`config.mk`:
```
export PLATFORM = sky130hd
export DESIGN_NAME = formula_pipe
export DESIGN_NICKNAME = d
export VERILOG_FILES = /design/src/rtl/formula_pipe.sv
export SDC_FILE = /design/constraint.sdc
export NUM_CORES = 1
export LEC_CHECK = 0
export ABC_CLOCK_PERIOD_IN_PS = 12700
export BUFFER_PORTS_ARGS = -buffer_cell sky130_fd_sc_hd__buf_2
export CORE_MARGIN = 2
export CORE_UTILIZATION = 65
export DETAILED_ROUTE_END_ITERATION = 12
export PLACE_DENSITY = 0.94
export SLEW_MARGIN = 30
export SYNTH_ARGS = -nofsm -noshare
export SYNTH_HDL_FRONTEND = slang
export SYNTH_SLANG_ARGS = --single-unit
```
`constraint.sdc`:
```
create_clock -name clk -period 12.7 [get_ports clk]
set_clock_uncertainty 0.2 [all_clocks]
set_input_delay 1.27 -clock clk [delete_from_list [all_inputs] [get_ports clk]]
set_output_delay 1.27 -clock clk [all_outputs]
set_load 0.005 [all_outputs]
```
`src/rtl/formula_pipe.sv`:
```
// formula_pipe: four-stage streaming evaluator of
//   q = floor(((a - b) * (3*c + 1) - 4*d) / 2)
// with valid/ready flow control. Empty stages always load, so a stall only
// holds the stages that are occupied. Every intermediate is sized so that
// overflow cannot occur for any input.
module formula_pipe #(
  parameter int unsigned width = 8
) (
  input  logic                      clk,
  input  logic                      rst,
  input  logic                      vld_in,
  output logic                      rdy_in,
  input  logic signed [width-1:0]   a,
  input  logic signed [width-1:0]   b,
  input  logic signed [width-1:0]   c,
  input  logic signed [width-1:0]   d,
  output logic                      vld_out,
  input  logic                      rdy_out,
  output logic signed [2*width+6:0] q
);

  localparam logic signed [width+2:0] OneC = (width+3)'(1);

  // Stage valid bits and load enables
  logic v1_q, v2_q, v3_q, v4_q;
  logic en1, en2, en3, en4;

  // Stage data registers
  logic signed [width:0]     s1_diff_q;
  logic signed [width+2:0]   s1_c3_q;
  logic signed [width+2:0]   s1_d4_q;
  logic signed [2*width+3:0] s2_prod_q;
  logic signed [width+2:0]   s2_d4_q;
  logic signed [2*width+4:0] s3_num_q;
  logic signed [2*width+6:0] s4_q_q;

  // Next-state data for each stage
  logic signed [width:0]     s1_diff_d;
  logic signed [width+2:0]   s1_c3_d;
  logic signed [width+2:0]   s1_d4_d;
  logic signed [width+2:0]   c_ext;
  logic signed [2*width+3:0] s2_prod_d;
  logic signed [2*width+3:0] prod_lhs;
  logic signed [2*width+3:0] prod_rhs;
  logic signed [2*width+4:0] s3_num_d;
  logic signed [2*width+6:0] s4_q_d;

  // A stage may load when it is empty or its successor is loading this cycle
  always_comb begin
    en4    = !v4_q || rdy_out;
    en3    = !v3_q || en4;
    en2    = !v2_q || en3;
    en1    = !v1_q || en2;
    rdy_in = en1;
  end

  // Arithmetic for every stage, all sign-extended to full result width
  always_comb begin
    s1_diff_d = $signed({a[width-1], a}) - $signed({b[width-1], b});
    c_ext     = $signed({{3{c[width-1]}}, c});
    s1_c3_d   = c_ext + (c_ext <<< 1) + OneC;
    s1_d4_d   = $signed({d[width-1], d, 2'b00});

    prod_lhs  = $signed({{(width+3){s1_diff_q[width]}}, s1_diff_q});
    prod_rhs  = $signed({{(width+1){s1_c3_q[width+2]}}, s1_c3_q});
    s2_prod_d = prod_lhs * prod_rhs;

    s3_num_d  = $signed({s2_prod_q[2*width+3], s2_prod_q})
              - $signed({{(width+2){s2_d4_q[width+2]}}, s2_d4_q});

    // Arithmetic shift gives floor division, rounding odd negatives toward -inf
    s4_q_d    = $signed({{2{s3_num_q[2*width+4]}}, s3_num_q}) >>> 1;
  end

  // Valid bits advance on enable; reset flushes all in-flight sets
  always_ff @(posedge clk) begin
    if (rst) begin
      v1_q <= 1'b0;
      v2_q <= 1'b0;
      v3_q <= 1'b0;
      v4_q <= 1'b0;
    end else begin
      if (en1) v1_q <= vld_in;
      if (en2) v2_q <= v1_q;
      if (en3) v3_q <= v2_q;
      if (en4) v4_q <= v3_q;
    end
  end

  // Data loads only when enabled and the upstream stage holds a valid set
  always_ff @(posedge clk) begin
    if (rst) begin
      s1_diff_q <= '0;
      s1_c3_q   <= '0;
      s1_d4_q   <= '0;
      s2_prod_q <= '0;
      s2_d4_q   <= '0;
      s3_num_q  <= '0;
      s4_q_q    <= '0;
    end else begin
      if (en1 && vld_in) begin
        s1_diff_q <= s1_diff_d;
        s1_c3_q   <= s1_c3_d;
        s1_d4_q   <= s1_d4_d;
      end
      if (en2 && v1_q) begin
        s2_prod_q <= s2_prod_d;
        s2_d4_q   <= s1_d4_q;
      end
      if (en3 && v2_q) begin
        s3_num_q <= s3_num_d;
      end
      if (en4 && v3_q) begin
        s4_q_q <= s4_q_d;
      end
    end
  end

  assign vld_out = v4_q;
  assign q       = s4_q_q;

endmodule
```
# After elaboration in Yosys (flattened, before gate mapping)
# Index checks and enable logic that the tools add are counted.
# classes
reduce_logical	12
add_sub_neg	4
n_mul	1
# ops
cell	n
20-bit by 10-bit subtractor with 21-bit output	1
9-bit by 11-bit multiplier with 20-bit output	1
10-bit by 2-bit adder with 11-bit output (second input constant)	1
8-bit by 9-bit adder with 10-bit output	1
8-bit by 8-bit subtractor with 9-bit output	1
1-bit logical AND	4
1-bit zero test	4
1-bit logical OR	4
# totals
out_inout_bits	25
regBits	101
input_bits	36
word_cells	28

# Longest topological paths before layout
# Gate-level depths: netlist of run 1.
# depth
ltp_word	6
ltp_mapped	20
depth_no_buf	19

# Least setup slack after synthesis of run 1
# Ideal clock, no wire load.
# synth_timing
kind	register to register
startpoint	register s1_diff_q[4]
endpoint	register s2_prod_q[18]
path_slack_ns	7.784
path_stages_with_launch	19
period_less_slack_ns	4.916
arrival_ns	4.585
path_buffers	2
setup_time_ns	0.131
required_time_ns	12.369
path_cell_list	dfxtp_1 -> clkbuf_1 -> and2_1 -> fa_1 -> inv_1 -> fa_1 -> inv_1 -> fa_1 -> inv_1 -> fa_1 -> inv_1 -> ha_1 -> ha_1 -> buf_1 -> nand4_1 -> o31a_1 -> o21ai_2 -> xnor2_1 -> o31ai_2
# synth_between
elab_chain_cells	1
# synth_rtl
element	line_no	rtl
start: declaration	29	logic signed [width:0] s1_diff_q;
start signal: assignment	102	s1_diff_q <= s1_diff_d;
9-bit by 11-bit multiplier with 20-bit output	66	s2_prod_d = prod_lhs * prod_rhs;
end signal: assignment	107	s2_prod_q <= s2_prod_d;
end: declaration	32	logic signed [2*width+3:0] s2_prod_q;
# No other way between the ends.
# A chain may end at the register's enable or synchronous reset.

# Final worst setup path of run 1
# layout_timing
startpoint	register s1_diff_q[8]
endpoint	register s2_prod_q[18]
# Same word-level chain as after synthesis.

==> flow_metrics.py, run 1 <==
metrics = {
    "cts": {
        "post_cts_buffers": 0,
        "cts.repair.resized": 0,
        "cts_tree": "done",
        "clk_latency_ns": 0.35,
        "htree_levels": 3,
        "clock-sinks": 98,
        "cts_made_buffers": 9,
        "clk_pin_slew_ns": 0.07,
        "holdBufCountCts": 0,
        "cts_buffer_depth": 2,
        "root_buffer": "clkbuf_16",
    },
    "place": {
        "hpwl_um": 14200,
        "port_buffers": 60,
        "routabilityCongestion": 0.948,
        "postPlaceCellArea_um2": 8700,
    },
    "floorplanning": {
        "num_rows": 41,
        "ioPinCount": 61,
        "dieArea_um2": 13800,
        "die_h_um": 117,
        "die_width_um": 117,
        "core_area_um2": 12600,
        "floorplan.initialDensity": 0.665,
    },
    "critical_path": {
        "crit_arrival_ns": 5.39,
        "end_kind": "register",
        "endpoint": "s2_prod_q[18]",
        "worstSetupStartpointType": "register",
        "path_max_fanout": 12,
        "worstSetupStartpoint": "s1_diff_q[8]",
        "path_class": "register to register",
        "r2r_cells": 15,
        "reg2reg_slack_ns": 7.37,
        "worstReg2RegEnd": "s2_prod_q[18]",
        "crit_required_ns": 12.75,
        "r2r_start": "s1_diff_q[8]",
    },
    "grt": {
        "use_met2": 0.510,
        "grt_max_degree": 53,
        "grt_overflow": 0,
        "grt_pass1_vias": 7020,
        "grt_pass1_wl_um": 32300,
        "met1_usage": 0.338,
        "antenna_found_initial": 0,
        "busiest_layer": "met2",
        "track_usage": 0.286,
        "use_met3": 0.0423,
    },
    "yosys": {
        "synth_top_cell_area_share": 0.235,
        "ys_seq_area_frac": 0.235,
        "yosys-mux-area-fraction": 0.00494,
        "async_flop_share": 0,
        "syn_nets": 1203,
        "synth_compound_area_frac": 0.136,
        "ys.flop_type": "dfxtp_1",
        "avgSynthCellArea_um2": 8.29,
        "synth_area_leader_cell": "dfxtp_1",
        "synth_top_family_by_area": "adder cells",
        "synthSimpleGateAreaFrac": 0.202,
        "yosysUniqueCellTypes": 55,
        "synth_area_um2": 8350,
        "synth_edf_count": 0,
        "synth-seq-cells": 98,
        "netlist_top_cells_area": "dfxtp_1, fa_1, ha_1, nand2_1, a21oi_1",
        "synth_xor_area_frac": 0.0315,
        "yosys.area_share.adder": 0.313,
        "synthesis.instances": 1008,
        "yosysWarningCount": 0,
    },
    "power_and_ir_drop": {
        "p_per_area_nw_per_um2": 112,
        "ir_drop_mv": 0.0703,
        "power.leakage_uw": 0.00426,
    },
    "final_layout": {
        "fin_nets": 1225,
        "drive_gt1_frac": 0.0909,
        "fin_area_um2": 9040,
        "synthToLayoutAreaGrowth_pct": 8.25,
        "diodes": 0,
    },
    "detailed_routing": {
        "ant_nets": 0,
        "drc_errors": 0,
        "vias": 7054,
        "drt_iter0_markers": 599,
        "first_pass_iters": 5,
        "routedWlPerCell_um": 15.9,
        "routed_via_density": 5.85,
        "routed_wl_um": 19200,
    },
    "timing": {
        "hold_viol": 0,
        "rsz0062_at_grt": "no",
        "setup_tns_ns": 0,
        "post-route-min-period_ns": 5.33,
        "relSlewSlack": 0.359,
        "tightest_slew_ns": 0.960,
        "timing.fmax_mhz": 188,
        "setup_viol": 0,
        "fin_crit_sh": 0.420,
        "slew_violations": 0,
    },
    "run": {
        "cap_viol_max_count": 0,
    },
    "status": {
        "status": "finished, final reports clean",
    },
    "worst_hold_path": {
        "hold_class": "register to register",
    },
}
[Yosys cell counts (3+ instances only)]
library cell,number
buf_2,6
nand3_1,19
nand2_1,192
a21oi_1,98
dfxtp_1,98
xor2_1,11
ha_1,76
mux2i_1,3
or3_1,8
o21a_1,13
nand4_1,8
inv_1,111
nor2_1,33
nor3_1,11
xnor2_1,19
nand2b_1,12
a211oi_1,11
nor2b_1,22
fa_1,83
o211ai_1,3
a21o_1,8
clkbuf_1,40
and3_1,3
buf_1,6
o31ai_1,3
and2_1,44
nor4_1,3
buf_4,3
a31oi_1,9
o21ai_0,16
[area by class of cell]
class	count	area, um^2
multi-input combinational	743	5750
fill	840	3520
sequential	98	1960
inverter	112	420
timing repair buffer	66	345
clock buffer	10	239
tap	172	215
clock inverter	5	108
[power breakdown]
part	total, uW	switching (uW)	internal, uW
registers	349	23.8	326
clock network	319	121	198
logic	347	202	144
total	1010	347	668
[placed cells by master, fill, tap and decap left out, drive strengths merged, types with 20 or more instances in the layout]
master	netlist	layout
nand2	192	192
inv	111	113
a21oi	99	99
dfxtp	98	98
fa	83	83
ha	76	76
buf	15	66
and2	44	44
nor2	33	33
nor2b	22	22
o21ai	20	20
[how the worst min path moves through the flow]
stage	start	endpoint	slack, ns	cells after the start
after floorplan	s3_num_q[15]	q[14]	0.23	2
after global placement	s1_d4_q[8]	s2_d4_q[8]	0.24	2
after detailed placement	q[10]	q[10]	0.24	2
after CTS	q[10]	q[10]	0.25	2
after global routing	s3_num_q[8]	q[7]	0.27	2
final	q[10]	q[10]	0.25	2
[registers in the layout, summed over array words and instances, names as in the netlist, 8 cells and up]
name       cells
s2_prod_q     19
s1_diff_q      9
s2_d4_q        8
q             20
s3_num_q      20
s1_c3_q       10
s1_d4_q        8
[worst max-delay path, stage by stage, from the launching register on]
cell and delay, ns:
dfxtp_1 0.61, nand2b_1 0.16, fa_1 0.53, fa_1 0.55, inv_1 0.06, fa_1 0.52, fa_1 0.52, fa_1 0.41
ha_1 0.35, a21oi_1 0.23, o21ai_2 0.11, a211oi_1 0.35, o31a_1 0.26, o21ai_2 0.08, xnor2_1 0.14, o31ai_2 0.17
[cells by family after synthesis]
kind of cell,count (synthesis)
compound gates,186
xor+xnor,30
fa+ha+maj,159
buf+inv,167
flops,98
mux,4
simple gates,364
[per-stage QoR]
step	cells	utilization	worst slack, ns	hold WS [ns]	power (uW)
6_report	1206	0.720	7.37	0.253	1010
5_1_grt	1206	0.720	7.14	0.267	1070
4_1_cts	1206	0.719	7.41	0.252	1010
3_5_place_dp	1191	0.692	7.42	0.243	692
3_3_place_gp	1191	0.692	7.65	0.237	671
2_1_floorplan	1008	-	7.78	0.232	610
[per-layer routing]
metal  share of wire  wire length (um)  vias up
li1                -                 -     3329
met1            0.40              7720     3406
met2            0.51              9750      258
met3           0.051               979       61
met4           0.041               780        0
met5               0                 0        -
Note: power is estimated with default switching activity, not from simulation.
==> run 2, diff against run 1 <==
Settings changed: ABC_AREA from default to 1, ABC_CLOCK_PERIOD_IN_PS 12700 to 5000, CORE_UTILIZATION 65 to 63, PLACE_DENSITY 0.94 to 0.92.
Clock period 12.7 ns to 5 ns, I/O delays scaled along.
==> flow_metrics.py, run 2 <==
metrics = {
    "yosys": {
        "netlist_top_cells_area": "dfxtp_1, fa_1, ha_1, inv_1, nand2_1",
        "synth_area_leader_cell": "dfxtp_1",
        "synth_most_common_cell": "inv_1",
        "synth_edf_count": 0,
        "yosysUniqueCellTypes": 40,
        "yosysWarningCount": 0,
        "async_flop_share": 0,
        "ys_seq_area_frac": 0.217,
        "synth_top_cell_area_share": 0.217,
        "ys.flop_type": "dfxtp_1",
        "synth_area_um2": 9050,
        "syn_nets": 1447,
        "avgSynthCellArea_um2": 7.23,
        "synth-seq-cells": 98,
        "synthesis.instances": 1252,
        "synthTopCellsByCount": "inv_1, nand2_1, nor2_1, dfxtp_1, fa_1",
    },
    "cts": {
        "cts_tree": "done",
        "cts_made_buffers": 9,
        "clk_latency_ns": 0.35,
        "post_cts_buffers": 0,
        "cts_buffer_depth": 2,
        "htree_levels": 3,
        "root_buffer": "clkbuf_16",
        "clk_pin_slew_ns": 0.08,
        "clock-sinks": 98,
    },
    "detailed_routing": {
        "routedWlPerCell_um": 14.6,
        "vias": 8014,
        "drt_iter0_markers": 526,
        "drc_errors": 0,
        "routed_wl_um": 21600,
        "first_pass_iters": 6,
        "ant_nets": 0,
        "routed_via_density": 5.41,
    },
    "run": {
        "cap_viol_max_count": 0,
    },
    "worst_hold_path": {
        "hold_path_depth": 3,
        "hold_start": "d[0]",
        "min_to": "s1_d4_q[2]",
        "hold_class": "input pin to register",
    },
    "timing": {
        "slew_violations": 0,
        "timing.fmax_mhz": 205,
        "setup_tns_ns": 0,
        "rsz0062_at_grt": "yes",
        "tightest_slew_ns": 0.763,
        "fin_crit_sh": 0.977,
        "relSlewSlack": 0.491,
        "hold_viol": 0,
        "post-route-min-period_ns": 4.88,
        "setup_viol": 0,
    },
    "place": {
        "dpl.cell_count": 1464,
        "postPlaceCellArea_um2": 9450,
        "routabilityCongestion": 0.954,
        "hpwl_um": 16500,
        "port_buffers": 60,
    },
    "floorplanning": {
        "dieArea_um2": 15300,
        "die_h_um": 124,
        "num_rows": 43,
        "floorplan.initialDensity": 0.650,
        "die_width_um": 124,
        "core_area_um2": 13900,
        "ioPinCount": 61,
    },
    "critical_path": {
        "crit_required_ns": 5.06,
        "crit_top_cell": "fa_1",
        "worstReg2RegEnd": "s2_prod_q[13]",
        "reg2reg_slack_ns": 0.12,
        "r2r_cells": 20,
        "worstSetupStartpointType": "register",
        "path_class": "register to register",
        "r2r_start": "s1_diff_q[8]",
        "critical_path.max_stage_delay_ns": 0.56,
        "crit_arrival_ns": 4.94,
        "cpMaxStageDelayCell": "fa_1",
        "path_max_fanout": 5,
        "crit_chain": "inv_2 -> or2_2 -> fa_1 -> fa_1 -> inv_1 -> fa_1 -> fa_1 -> fa_1 -> ha_4 -> nand2_1 -> nor2_1 -> nand2_1 -> inv_1 -> nor2_2 -> nor2_1 -> nor2_1 -> nand2_1 -> nand3_1 -> nand2_1 -> inv_1",
        "end_kind": "register",
    },
    "final_layout": {
        "drive_gt1_frac": 0.115,
        "final_common_cell": "inv_1",
        "synthToLayoutAreaGrowth_pct": 8.47,
        "n_fill_cell": 1032,
        "diodes": 0,
        "fin_cells": 1480,
        "fin_area_um2": 9820,
        "fin_nets": 1490,
        "layout_common_cells": "inv_1, nand2_1, nor2_1",
    },
    "power_and_ir_drop": {
        "ir_drop_mv": 0.213,
        "combPwrFrac": 0.447,
        "switchingPower_uw": 1190,
        "internal_power_uw": 1680,
        "power.leakage_uw": 0.00565,
        "switching_share": 0.414,
        "seq_power_share": 0.310,
        "p_per_area_nw_per_um2": 292,
        "pwr-share-clk": 0.244,
    },
    "status": {
        "status": "finished, final reports clean",
    },
    "grt": {
        "grt_overflow": 0,
        "grt_pass1_vias": 7935,
        "grt_max_degree": 54,
        "track_usage": 0.286,
        "antenna_found_initial": 0,
        "grt_pass1_wl_um": 34500,
    },
}
==> run 2: changes by cell type after synthesis, sizes merged, moves of 14 or more <==
| cell | previous run | this run |
|---|---|---|
| clkbuf | 40 | 26 |
| nor2 | 33 | 154 |
| o21ai | 20 | 88 |
| nand3 | 19 | 59 |
| nor2b | 22 | 0 |
| and2 | 44 | 0 |
| a21oi | 99 | 79 |
| nand2 | 192 | 248 |
| inv | 111 | 253 |
==> run 2: worst max path at each step <==
| stage | startpoint | end | slack, ns | cells after the start |
|---|---|---|---|---|
| 3_5_place_dp | s1_c3_q[9] | s2_prod_q[18] | 0.10 | 19 |
| 5_1_grt | s1_diff_q[3] | s2_prod_q[16] | -0.004 | 19 |
| 2_1_floorplan | s1_diff_q[0] | s2_prod_q[19] | 0.1 | 22 |
| 3_3_place_gp | s1_diff_q[8] | s2_prod_q[13] | 0.23 | 19 |
| 6_report | s1_diff_q[8] | s2_prod_q[13] | 0.12 | 20 |
| 4_1_cts | s1_diff_q[8] | s2_prod_q[16] | 0.008 | 19 |
==> run 2: critical path: cells and delay by family (launching register included) <==
family        cells  cell delay [ns]
simple gates     10             1.06
fa+ha+maj         6             2.94
flops             1             0.36
buf+inv           4             0.21
==> run 2: what timing repair did <==
item,in CTS,in global routing
setup endpoints to repair,1,9
gates resized for setup,2,13
hold buffers,0,0
hold endpoints to repair,0,0
pin swaps,0,3
==> run 2: power groups by stage <==
| stage | logic, uW | clock network (uW) | registers, uW |
|---|---|---|---|
| 3_5_place_dp | 1200 | 0 | 902 |
| 2_1_floorplan | 958 | 0 | 872 |
| 4_1_cts | 1230 | 708 | 885 |
| 5_1_grt | 1450 | 733 | 894 |
| 3_3_place_gp | 1150 | 0 | 898 |
| 6_report | 1280 | 700 | 888 |
==> run 2: per-layer routing <==
layer | wire length [um] | GRT usage | up-vias
met5 | 0 | 0 | -
met4 | 1110 | 0.167 | 0
met3 | 1200 | 0.0495 | 100
met2 | 11100 | 0.524 | 306
met1 | 8200 | 0.309 | 3674
li1 | - | - | 3934
==> run 2: metrics by stage <==
step | setup slack, ns | power (uW) | hold WS, ns | utilization
3_5_place_dp | 0.105 | 2110 | 0.253 | 0.678
2_1_floorplan | 0.0954 | 1830 | 0.230 | -
5_1_grt | -0.00406 | 3080 | 0.234 | 0.705
4_1_cts | 0.00809 | 2820 | 0.213 | 0.701
6_report | 0.116 | 2870 | 0.217 | 0.705
3_3_place_gp | 0.226 | 2050 | 0.240 | 0.678
==> run 2: cells by family after synthesis <==
group           after synthesis  share of synthesized area
compound gates              179                      0.105
simple gates                485                      0.226
flops                        98                      0.217
fa+ha+maj                   159                      0.289
xor+xnor                     27                     0.0261
buf+inv                     304                      0.137
==> run 2: area by class of cell <==
type | instances | area, um^2 | share of cell area
multi-input cells | 850 | 5900 | 0.601
flip-flops and latches | 98 | 1970 | 0.201
clock buffers | 9 | 225 | 0.0229
well taps | 180 | 225 | 0.0229
repair buffers | 81 | 458 | 0.0466
clock inverters | 7 | 81.3 | 0.00828
inverters | 255 | 960 | 0.0977
